File: src/rtl/hazard_sequencer.sv
// Pipeline hazard sequencer: sequences two-word immediates, load-use stalls,
// taken-branch flushes and interrupt entry for the IF/ID and PC registers.
module hazard_sequencer #(
    parameter int REG_ADDR_W   = 3,
    parameter int FLUSH_CYCLES = 1,
    parameter int INT_CYCLES   = 2
) (
    input  logic                  clk,
    input  logic                  rst,
    input  logic                  id_needs_imm,
    input  logic [REG_ADDR_W-1:0] id_rs1,
    input  logic [REG_ADDR_W-1:0] id_rs2,
    input  logic                  id_use_rs1,
    input  logic                  id_use_rs2,
    input  logic                  ex_mem_read,
    input  logic [REG_ADDR_W-1:0] ex_rd,
    input  logic                  ex_branch_taken,
    input  logic                  int_req,
    output logic                  pc_en,
    output logic [1:0]            pc_sel,
    output logic                  stall_ld,
    output logic                  immediate,
    output logic                  flush,
    output logic                  idex_bubble,
    output logic                  int_ack
);

    localparam int MAX_CYCLES = (FLUSH_CYCLES > INT_CYCLES) ? FLUSH_CYCLES : INT_CYCLES;
    localparam int CNT_W      = $clog2(MAX_CYCLES) + 1;

    localparam logic [1:0] S_RUN   = 2'd0;
    localparam logic [1:0] S_IMM   = 2'd1;
    localparam logic [1:0] S_FLUSH = 2'd2;
    localparam logic [1:0] S_INT   = 2'd3;

    localparam logic [1:0] SEL_SEQ = 2'b00;
    localparam logic [1:0] SEL_BR  = 2'b01;
    localparam logic [1:0] SEL_INT = 2'b10;

    localparam logic [CNT_W-1:0] CNT_ONE    = 1;
    localparam logic [CNT_W-1:0] CNT_ZERO   = 0;
    localparam logic [CNT_W-1:0] FLUSH_LOAD = CNT_W'(FLUSH_CYCLES - 1);
    localparam logic [CNT_W-1:0] INT_LOAD   = CNT_W'(INT_CYCLES - 1);

    logic [1:0]       state, state_nxt;
    logic [CNT_W-1:0] cnt, cnt_nxt;
    logic             int_pend;
    logic             ldhz;

    assign ldhz = ex_mem_read &
                  ((id_use_rs1 & (id_rs1 == ex_rd)) | (id_use_rs2 & (id_rs2 == ex_rd)));

    always_comb begin
        pc_en       = 1'b1;
        pc_sel      = SEL_SEQ;
        stall_ld    = 1'b0;
        immediate   = 1'b0;
        flush       = 1'b0;
        idex_bubble = 1'b0;
        int_ack     = 1'b0;
        state_nxt   = state;
        cnt_nxt     = cnt;

        if (rst) begin
            pc_en       = 1'b0;
            flush       = 1'b1;
            idex_bubble = 1'b1;
            state_nxt   = S_RUN;
            cnt_nxt     = CNT_ZERO;
        end else if (ex_branch_taken) begin
            // A taken branch wins in every state, aborting IMM and INT alike.
            flush       = 1'b1;
            idex_bubble = 1'b1;
            pc_sel      = SEL_BR;
            if (FLUSH_CYCLES > 1) begin
                state_nxt = S_FLUSH;
                cnt_nxt   = FLUSH_LOAD;
            end else begin
                state_nxt = S_RUN;
                cnt_nxt   = CNT_ZERO;
            end
        end else begin
            case (state)
                S_RUN: begin
                    if (ldhz) begin
                        stall_ld    = 1'b1;
                        pc_en       = 1'b0;
                        idex_bubble = 1'b1;
                    end else if (id_needs_imm) begin
                        immediate   = 1'b1;
                        idex_bubble = 1'b1;
                        state_nxt   = S_IMM;
                    end else if (int_pend) begin
                        flush       = 1'b1;
                        idex_bubble = 1'b1;
                        if (INT_CYCLES == 1) begin
                            pc_sel  = SEL_INT;
                            int_ack = 1'b1;
                        end else begin
                            pc_en     = 1'b0;
                            state_nxt = S_INT;
                            cnt_nxt   = INT_LOAD;
                        end
                    end
                end
                S_IMM: begin
                    state_nxt = S_RUN;
                end
                S_FLUSH: begin
                    flush       = 1'b1;
                    idex_bubble = 1'b1;
                    if (cnt <= CNT_ONE) begin
                        state_nxt = S_RUN;
                        cnt_nxt   = CNT_ZERO;
                    end else begin
                        cnt_nxt = cnt - CNT_ONE;
                    end
                end
                S_INT: begin
                    // The RUN entry cycle is the first of the INT_CYCLES, so the
                    // last INT-state cycle is the one entered with cnt==1.
                    flush       = 1'b1;
                    idex_bubble = 1'b1;
                    if (cnt <= CNT_ONE) begin
                        pc_sel    = SEL_INT;
                        int_ack   = 1'b1;
                        state_nxt = S_RUN;
                        cnt_nxt   = CNT_ZERO;
                    end else begin
                        pc_en   = 1'b0;
                        cnt_nxt = cnt - CNT_ONE;
                    end
                end
                default: begin
                    state_nxt = S_RUN;
                    cnt_nxt   = CNT_ZERO;
                end
            endcase
        end
    end

    always_ff @(posedge clk) begin
        if (rst) begin
            state    <= S_RUN;
            cnt      <= CNT_ZERO;
            int_pend <= 1'b0;
        end else begin
            state    <= state_nxt;
            cnt      <= cnt_nxt;
            // A request still high during the ack cycle is consumed by that ack.
            int_pend <= int_ack ? 1'b0 : (int_pend | int_req);
        end
    end

endmodule
File: config.mk
export PLATFORM = sky130hd
export DESIGN_NAME = hazard_sequencer
export DESIGN_NICKNAME = d
export VERILOG_FILES = /design/src/rtl/hazard_sequencer.sv
export SDC_FILE = /design/constraint.sdc
export NUM_CORES = 1
export LEC_CHECK = 0
export CELL_PAD_IN_SITES_DETAIL_PLACEMENT = 0
export CELL_PAD_IN_SITES_GLOBAL_PLACEMENT = 1
export CORE_MARGIN = 10
export CORE_UTILIZATION = 25
export DETAILED_ROUTE_END_ITERATION = 16
export PLACE_DENSITY = 0.76
export SYNTH_ARGS = -nofsm -noshare
export SYNTH_HDL_FRONTEND = slang
export SYNTH_SLANG_ARGS = --single-unit
File: constraint.sdc
create_clock -name clk -period 1.7 [get_ports clk]
set_input_delay 0.34 -clock clk [delete_from_list [all_inputs] [get_ports clk]]
set_output_delay 0.34 -clock clk [all_outputs]
set_load 0.02 [all_outputs]
* Word-level counts from Yosys, hierarchy flattened
Cells that the tools add are included.
** Operators by class
- $add $sub $neg :: 1
- Magnitude comparators :: 1
- Equal/unequal tests :: 10
- Mux-type cells :: 44
- Bitwise operators :: 5
- Reductions and logical operators :: 7
** Operator list (count)
- 1-bit two-way mux :: 27
- 2-bit two-way mux :: 12
- 3-bit == test :: 2
- 2-bit inequality test (second input constant) :: 3
- 1-bit case mux with 2 select lines :: 3
- 2-bit case mux with 3 select lines :: 1
- 2-bit OR reduction :: 3
- 2-bit == test (second input constant) :: 2
- 2-bit case mux with 2 select lines :: 1
- 4-bit AND reduction :: 1
- 1-bit bitwise AND :: 3
- 3-bit inequality test (second input constant) :: 1
- 3-bit AND reduction :: 1
- 2-bit by 1-bit == test with 1-bit output (second input constant) :: 1
- 2-bit by 1-bit <= comparator with 1-bit output (second input constant) :: 1
- 2-bit logical NOT :: 1
- 2-bit by 1-bit inequality test with 1-bit output (second input constant) :: 1
- 1-bit OR :: 2
- 2-bit nonzero test :: 1
- 2-bit by 1-bit subtractor with 2-bit output (second input constant) :: 1
** Word-level totals
- Flip-flop bits (word level) :: 5
- Bits of input ports :: 17
- Output and inout bits :: 8
- Word-level logic and storage cells :: 71

* Longest topological paths before layout
Gate-level depths: netlist (run 1).
- Depth after elaboration :: 8
- Depth in mapped cells :: 7
- Depth with buffers taken out :: 7

* Least setup slack after synthesis (run 1)
No wires, ideal clock.
- Kind :: input port to output port
- From :: input port id_rs1[0]
- To :: output port idex_bubble
- Data arrival time :: 1497 ps
- Required time :: 1360 ps
- Path slack :: -137 ps
- Cell stages on the path :: 5
- Buffers on the path :: 0
- Cell sequence :: xnor2_1 -> and4_4 -> o21ai_4 -> nor3b_1 -> o31ai_1
** On the way
- Word-level cells in the longest chain between the ends :: 8
** Ends and longest elaborated chain
- start, declared :: RTL line 11 : input logic [REG_ADDR_W-1:0] id_rs1,
- 3-bit == test :: RTL line 51 : ((id_use_rs1 & (id_rs1 == ex_rd)) | (id_use_rs2 & (id_rs2 == ex_rd)));
- 1-bit bitwise AND :: RTL line 51
- 1-bit OR :: RTL line 51
- 1-bit bitwise AND :: RTL line 50 : assign ldhz = ex_mem_read &
- 1-bit two-way mux :: RTL line 85 : if (ldhz) begin
- 1-bit case mux with 2 select lines :: RTL line 83 : case (state)
- 1-bit two-way mux :: RTL line 70 : end else if (ex_branch_taken) begin
- 1-bit two-way mux :: RTL line 64 : if (rst) begin
- end, declared :: RTL line 24 : output logic idex_bubble,
Every way passes these cells.

* Final worst setup path (run 1)
- From :: register state[0]
- To :: output port flush
** On the way
- Word-level cells in the longest chain between the ends :: 5
- Elaborated cells between the ends (all ways) :: 7
- Classes of those cells :: 2 x eq/ne; 3 x mux; 2 x reduce/logical
** Ends and longest elaborated chain
- start, declared :: RTL line 45 : logic [1:0] state, state_nxt;
- start signal, assigned :: RTL line 148 : state <= state_nxt;
- 2-bit == test :: RTL line 83
- 2-bit OR reduction (no line)
- 1-bit case mux with 2 select lines * :: RTL line 83
- 1-bit two-way mux * :: RTL line 70
- 1-bit two-way mux * :: RTL line 64
- end, declared :: RTL line 23 : output logic flush,
Mark *: on every way between the ends. The rest lies on a longest branch, timed or not.

==> results of run 1 <==
power by group through the flow:
stage               logic (W)  registers [W]  clock network [W]
floorplan           0.0000963       0.000131                  0
global placement     0.000211       0.000130                  0
detailed placement   0.000215       0.000131                  0
CTS                  0.000243       0.000129           0.000150
global route         0.000285       0.000130           0.000156
finish               0.000264       0.000129           0.000150
per-stage QoR:
| stage | util | setup slack [ps] |
|---|---|---|
| 2_1_floorplan | - | 17.7 |
| 3_3_place_gp | 0.484 | -916 |
| 3_5_place_dp | 0.484 | -962 |
| 4_1_cts | 0.542 | -96.7 |
| 5_1_grt | 0.594 | -151 |
| 6_report | 0.594 | -108 |
worst reg2reg max path, cell delays in order, from the launching register on:
cell       delay [ps]
dfxtp_4           360
inv_4              50
ha_4              150
or2_4             260
buf_4             150
nand2_1           100
o211ai_4          100
a2111oi_4         330
cell families (layout without fill, tap and decap cells):
kind of cell | count (synthesis) | count (layout)
simple gates | 26 | 26
compound gates | 14 | 14
xor+xnor | 7 | 7
flops | 5 | 5
fa+ha+maj | 4 | 4
buf+inv | 4 | 56
mux | 1 | 1
timing repair:
item	in CTS	in global routing
hold buffers	0	0
setup endpoints to repair	11	9
resized for setup	101	24
endpoints found under the hold margin	0	0
buffers inserted	3	2
pin swaps	14	12
state kept, by name, summed over array words and instances, names as in the netlist:
register and flops:
int_pend 1, cnt 2, state 2
metal layers:
metal / routed length, um / vias up / track usage
li1: - / 328 / -
met1: 744 / 308 / 0.0902
met2: 1010 / 23 / 0.151
met3: 154 / 7 / 0.0373
met4: 68 / 0 / 0.0642
met5: 0 / - / 0
layout make-up:
type,count,area (um^2)
Multi-Input combinational cell,52,558
Timing Repair Buffer,49,438
Inverter,3,13.8
Clock buffer,4,26.3
Sequential cell,5,108
Tap cell,27,33.8
Fill cell,175,805
how the worst max path moves through the flow:
stage                       end  slack, ps  cells after the start
global placement    idex_bubble       -920                      7
CTS                       flush       -100                      8
finish                    flush       -110                      6
floorplan              state[1]         20                      6
detailed placement  idex_bubble       -960                      7
global route              flush       -150                      6
placed cells by master (no fill, tap or decap), types with 2 or more instances in the layout:
cell type | netlist | routed
nand2_1 | 2 | 2
clkbuf_4 | 0 | 3
dfxtp_1 | 5 | 3
nor2_2 | 0 | 3
xnor2_1 | 7 | 2
and4_4 | 2 | 3
xnor2_2 | 0 | 4
clkdlybuf4s50_1 | 0 | 2
a21oi_1 | 3 | 2
buf_8 | 0 | 2
nor2_1 | 9 | 6
dlygate4sd2_1 | 0 | 4
nor3_1 | 3 | 2
ha_4 | 0 | 2
buf_6 | 0 | 11
dfxtp_4 | 0 | 2
buf_4 | 1 | 27
==> impl_metrics.tcl, run 1 <==
set metrics [dict create \
    status "complete, but fails checks" \
    violations "setup timing" \
    worstSkewPairLatency_ps 260 \
    nNetsFinal 135 \
    maxCapViolations 0 \
    yosys.area_share.simple 0.280 \
    diodes 0 \
    critical_path.slowest_cell "dfxtp_4" \
    place_inst 131 \
    critical_path_class "reg2out" \
    ys_top_cells_by_count "nor2_1, xnor2_1, dfxtp_1, ha_1" \
    synthAdderAreaFrac 0.0950 \
    p_comb_frac 0.486 \
    pwr-share-seq 0.238 \
    ir_drop_mv 0.241 \
    synth_xor_xnor_area_share 0.116 \
    io_pins 25 \
    synth-edff-count 0 \
    dieArea_um2 4340 \
    hold_path_end "state[0]" \
    timing.final.max_slew_violations 0 \
    drt_wl_total_um 1980 \
    clkTransAtPathRegs_ps 50 \
    intPower_w 0.000365 \
    netlist_area_um2 527 \
    r2r_cells 7 \
    cts_root_buffer "clkbuf_4" \
    muxShareOfSynthArea 0.0214 \
    synth-compound-area-share 0.261 \
    dp_hpwl_um 1470 \
    synth.most_common_cell "nor2_1" \
    holdPathStages 3 \
    drc 0 \
    htree_levels 1 \
    grt_setup_unrepaired "true" \
    drtAntennaViolNets 0 \
    yosys_warnings 0 \
    arrival_ps 1470 \
    num_vias 666 \
    power_frac_clock 0.276 \
    r2r_slack_ps 100 \
    worst_slack_ps -108 \
    port_buffers 24 \
    yosysTopAreaCell "dfxtp_1" \
    grt_overflow_total 0 \
    cts_buffers 3 \
    die_h_um 65.9 \
    drt_pre_antenna_iters 4 \
    p_sw_frac 0.329 \
    synth_top_family_by_area "simple AND/OR/NAND/NOR gates" \
    synth_top_area_frac 0.190 \
    critPathTopFamily "flip-flops" \
    synth.distinct_cells 29 \
    rows 16 \
    finalPower_w 0.000544 \
    cp.buffers_inverters 2 \
    routedWlPerCell_um 14.1 \
    fp.coreArea_um2 1980 \
    synth_cells 61 \
    hold_ws_ps 583 \
    skew_ps 3.31 \
    period_share 1.06 \
    fmax_ghz 0.553 \
    startpoint "state[0]" \
    antenna_found_initial 0 \
    seq_area_frac_synth 0.190 \
    areaGrowthSynthToFinish_pct 124 \
    syn_nets 82 \
    fp.dieW_um 65.9 \
    hold_path_startpoint "ex_branch_taken" \
    rr_endpoint "state[0]" \
    cpPeakStageDelay_ps 360 \
    crit_chain "inv_4 > ha_4 > or2_4 > a31oi_4 > o21ai_1 > buf_4" \
    avgSynthCellArea_um2 8.64 \
    grt_pass1_wl_um 3080 \
    stdcell_area_um2 1180 \
    grt_pass1_vias 690 \
    ys_top_cells_by_area "dfxtp_1, xnor2_1, ha_1" \
    async_reset_ff_frac 0 \
    cts_tree "done" \
    p_leak_nw 0.517 \
    hold_class "in2reg" \
    grt_max_degree 8 \
    initial_core_util 0.266 \
    switching_power_w 0.000179 \
    synth-seq-cells 5 \
    via_per_inst 4.76 \
    finalSetupViolations 3 \
    timing_hold_violations_final 0 \
    place_congestion 0.758 \
    placed_cell_area_um2 960 \
    drtIter0Drc 9 \
    drive_gt1_frac 0.673 \
    grt_usage 0.0909 \
    worstPathRequired_ps 1360 \
    final_cells 140 \
    cts_sinks 5 \
    cp_max_fo 3 \
    clockBufferDepth 2 \
    end_kind "primary output" \
    tns_ps -248 \
    rr_startpoint "state[0]" \
    synth_ff_type "dfxtp_1" \
    critPathLaunchType "flop" \
    tightest_slew_ps 216 \
    p_per_area_nw_per_um2 462 \
    slew_headroom 0.855 \
    post-route-min-period_ps 1810 \
]
Note: power is estimated with default switching activity, not from simulation.
==> run 2, diff against run 1 <==
--- a/config.mk
+++ b/config.mk
@@ -7,10 +7,10 @@
 export LEC_CHECK = 0
 export CELL_PAD_IN_SITES_DETAIL_PLACEMENT = 0
 export CELL_PAD_IN_SITES_GLOBAL_PLACEMENT = 1
-export CORE_MARGIN = 10
 export CORE_UTILIZATION = 25
 export DETAILED_ROUTE_END_ITERATION = 16
 export PLACE_DENSITY = 0.76
+export REMOVE_ABC_BUFFERS = 1
 export SYNTH_ARGS = -nofsm -noshare
 export SYNTH_HDL_FRONTEND = slang
 export SYNTH_SLANG_ARGS = --single-unit
==> impl_metrics.tcl, run 2 (same netlist as run 1, synthesis figures left out) <==
set metrics [dict create \
    status "complete, but fails checks" \
    violations "setup timing" \
    grt_use_met1 0.168 \
    post-route-min-period_ps 1770 \
    initial_core_util 0.268 \
    die_h_um 47.9 \
    cpPeakStageDelay_ps 250 \
    period_share 1.04 \
    grt_max_degree 7 \
    arrival_ps 1430 \
    dp_hpwl_um 1260 \
    hold_class "in2reg" \
    drt_pre_antenna_iters 2 \
    finalPower_w 0.000522 \
    antenna_found_initial 0 \
    met2_usage 0.292 \
    reg_top3 "cnt x2, state x2, int_pend x1" \
    critical_path.slowest_cell "and4_4" \
    timing_hold_violations_final 0 \
    grt_overflow_total 0 \
    grt_pass1_wl_um 2500 \
    cts_buffers 3 \
    grt_setup_unrepaired "true" \
    placed_cell_area_um2 943 \
    place_inst 131 \
    place_congestion 0.831 \
    p_per_area_nw_per_um2 459 \
    fmax_ghz 0.565 \
    drtAntennaViolNets 0 \
    routedWlPerCell_um 12.0 \
    cp.buffers_inverters 2 \
    end_kind "primary output" \
    critPathTopFamily "simple AND/OR/NAND/NOR gates" \
    slew_headroom 0.831 \
    maxCapViolations 0 \
    fp.dieW_um 47.9 \
    ir_drop_mv 0.261 \
    timing.final.max_slew_violations 0 \
    hold_path_startpoint "rst" \
    via_per_inst 4.70 \
    cts_root_buffer "clkbuf_4" \
    drt_wl_total_um 1660 \
    fillers 196 \
    num_vias 648 \
    hold_buffers 0 \
    worstSkewPairLatency_ps 250 \
    grt_use_met3 0.0264 \
    io_pins 25 \
    drc 0 \
    grt_usage 0.162 \
    mostFrequentLayoutCells "buf_4, buf_6, nor2_1" \
    crit_chain "buf_6 > xnor2_2 > and4_4 > o21ai_4 > nor3b_2 > o31ai_1 > buf_2" \
    final_common_cell "buf_4" \
    drive_gt1_frac 0.649 \
    hold_ws_ps 447 \
    worstPathRequired_ps 1360 \
    critical_path_class "in2out" \
    port_buffers 24 \
    skew_ps 9.07 \
    clkTransAtPathRegs_ps 50 \
    htree_levels 1 \
    pre_cts_ws_ps -929 \
    tightest_slew_ps 252 \
    r2r_slack_ps 90 \
    dieArea_um2 2290 \
    top_usage_layer "met2" \
    clockBufferDepth 2 \
    finalSetupViolations 4 \
    worst_slack_ps -69.1 \
    cts_tree "done" \
    nNetsFinal 133 \
    p_leak_nw 0.528 \
    stdcell_area_um2 1140 \
    areaGrowthSynthToFinish_pct 116 \
    grt_pass1_vias 609 \
    rr_startpoint "state[1]" \
    cp_max_fo 4 \
    drtIter0Drc 2 \
    startpoint "id_rs2[2]" \
    diodes 0 \
    cts_sinks 5 \
    fp.coreArea_um2 1960 \
    critPathLaunchType "primary input" \
    final_cells 138 \
    rows 16 \
]
run 2: cell count changes in the layout (fill, tap and decap cells not counted), sizes merged:
| cell | before | now |
|---|---|---|
| dlygate4sd2 | 4 | 2 |
| buf | 41 | 40 |
| clkdlybuf4s50 | 2 | 1 |
| dlymetal6s2s | 0 | 2 |
run 2: cell type report:
| cell class | count | area (um^2) | area share |
|---|---|---|---|
| clock buffer | 4 | 26.3 | 0.0231 |
| timing repair buffer | 47 | 435 | 0.382 |
| tap | 27 | 33.8 | 0.0297 |
| inverter | 3 | 11.3 | 0.00989 |
| multi-input combinational | 52 | 527 | 0.463 |
| sequential | 5 | 105 | 0.0923 |
run 2: path summary, 6_finish.rpt:
check | end | depth (start not counted)
setup / recovery | idex_bubble | 7
hold / removal | state[0] | 3
setup reg to reg | state[1] | 6
hold reg to reg | cnt[0] | 2
run 2: what timing repair did:
| item | in CTS | in global routing |
|---|---|---|
| setup buffers | 3 | 1 |
| pin swaps | 16 | 11 |
| resized for setup | 112 | 20 |
| setup endpoints to repair | 11 | 7 |
run 2: metrics by stage:
stage	util	setup TNS [ps]
floorplan	-	-448
global placement	0.481	-6480
detailed placement	0.481	-6610
CTS	0.541	-229
global route	0.580	-485
finish	0.580	-172
run 2: metal layers:
metal  wire length, um  vias up
met5                 0        -
met3                61        4
met4                36        0
met2               951       19
li1                  -      323
met1               609      302
run 2: worst min-delay path: cells and delay by family:
family	cells	cell delay (ps)
AOI/OAI and AO/OA	1	40
buffers and inverters	2	270
run 2: report_power, final:
| group | internal, W | switching (W) |
|---|---|---|
| clock | 0.0000891 | 0.0000543 |
| combinational | 0.000146 | 0.000103 |
| sequential | 0.000123 | 0.00000598 |
| total | 0.000359 | 0.000164 |
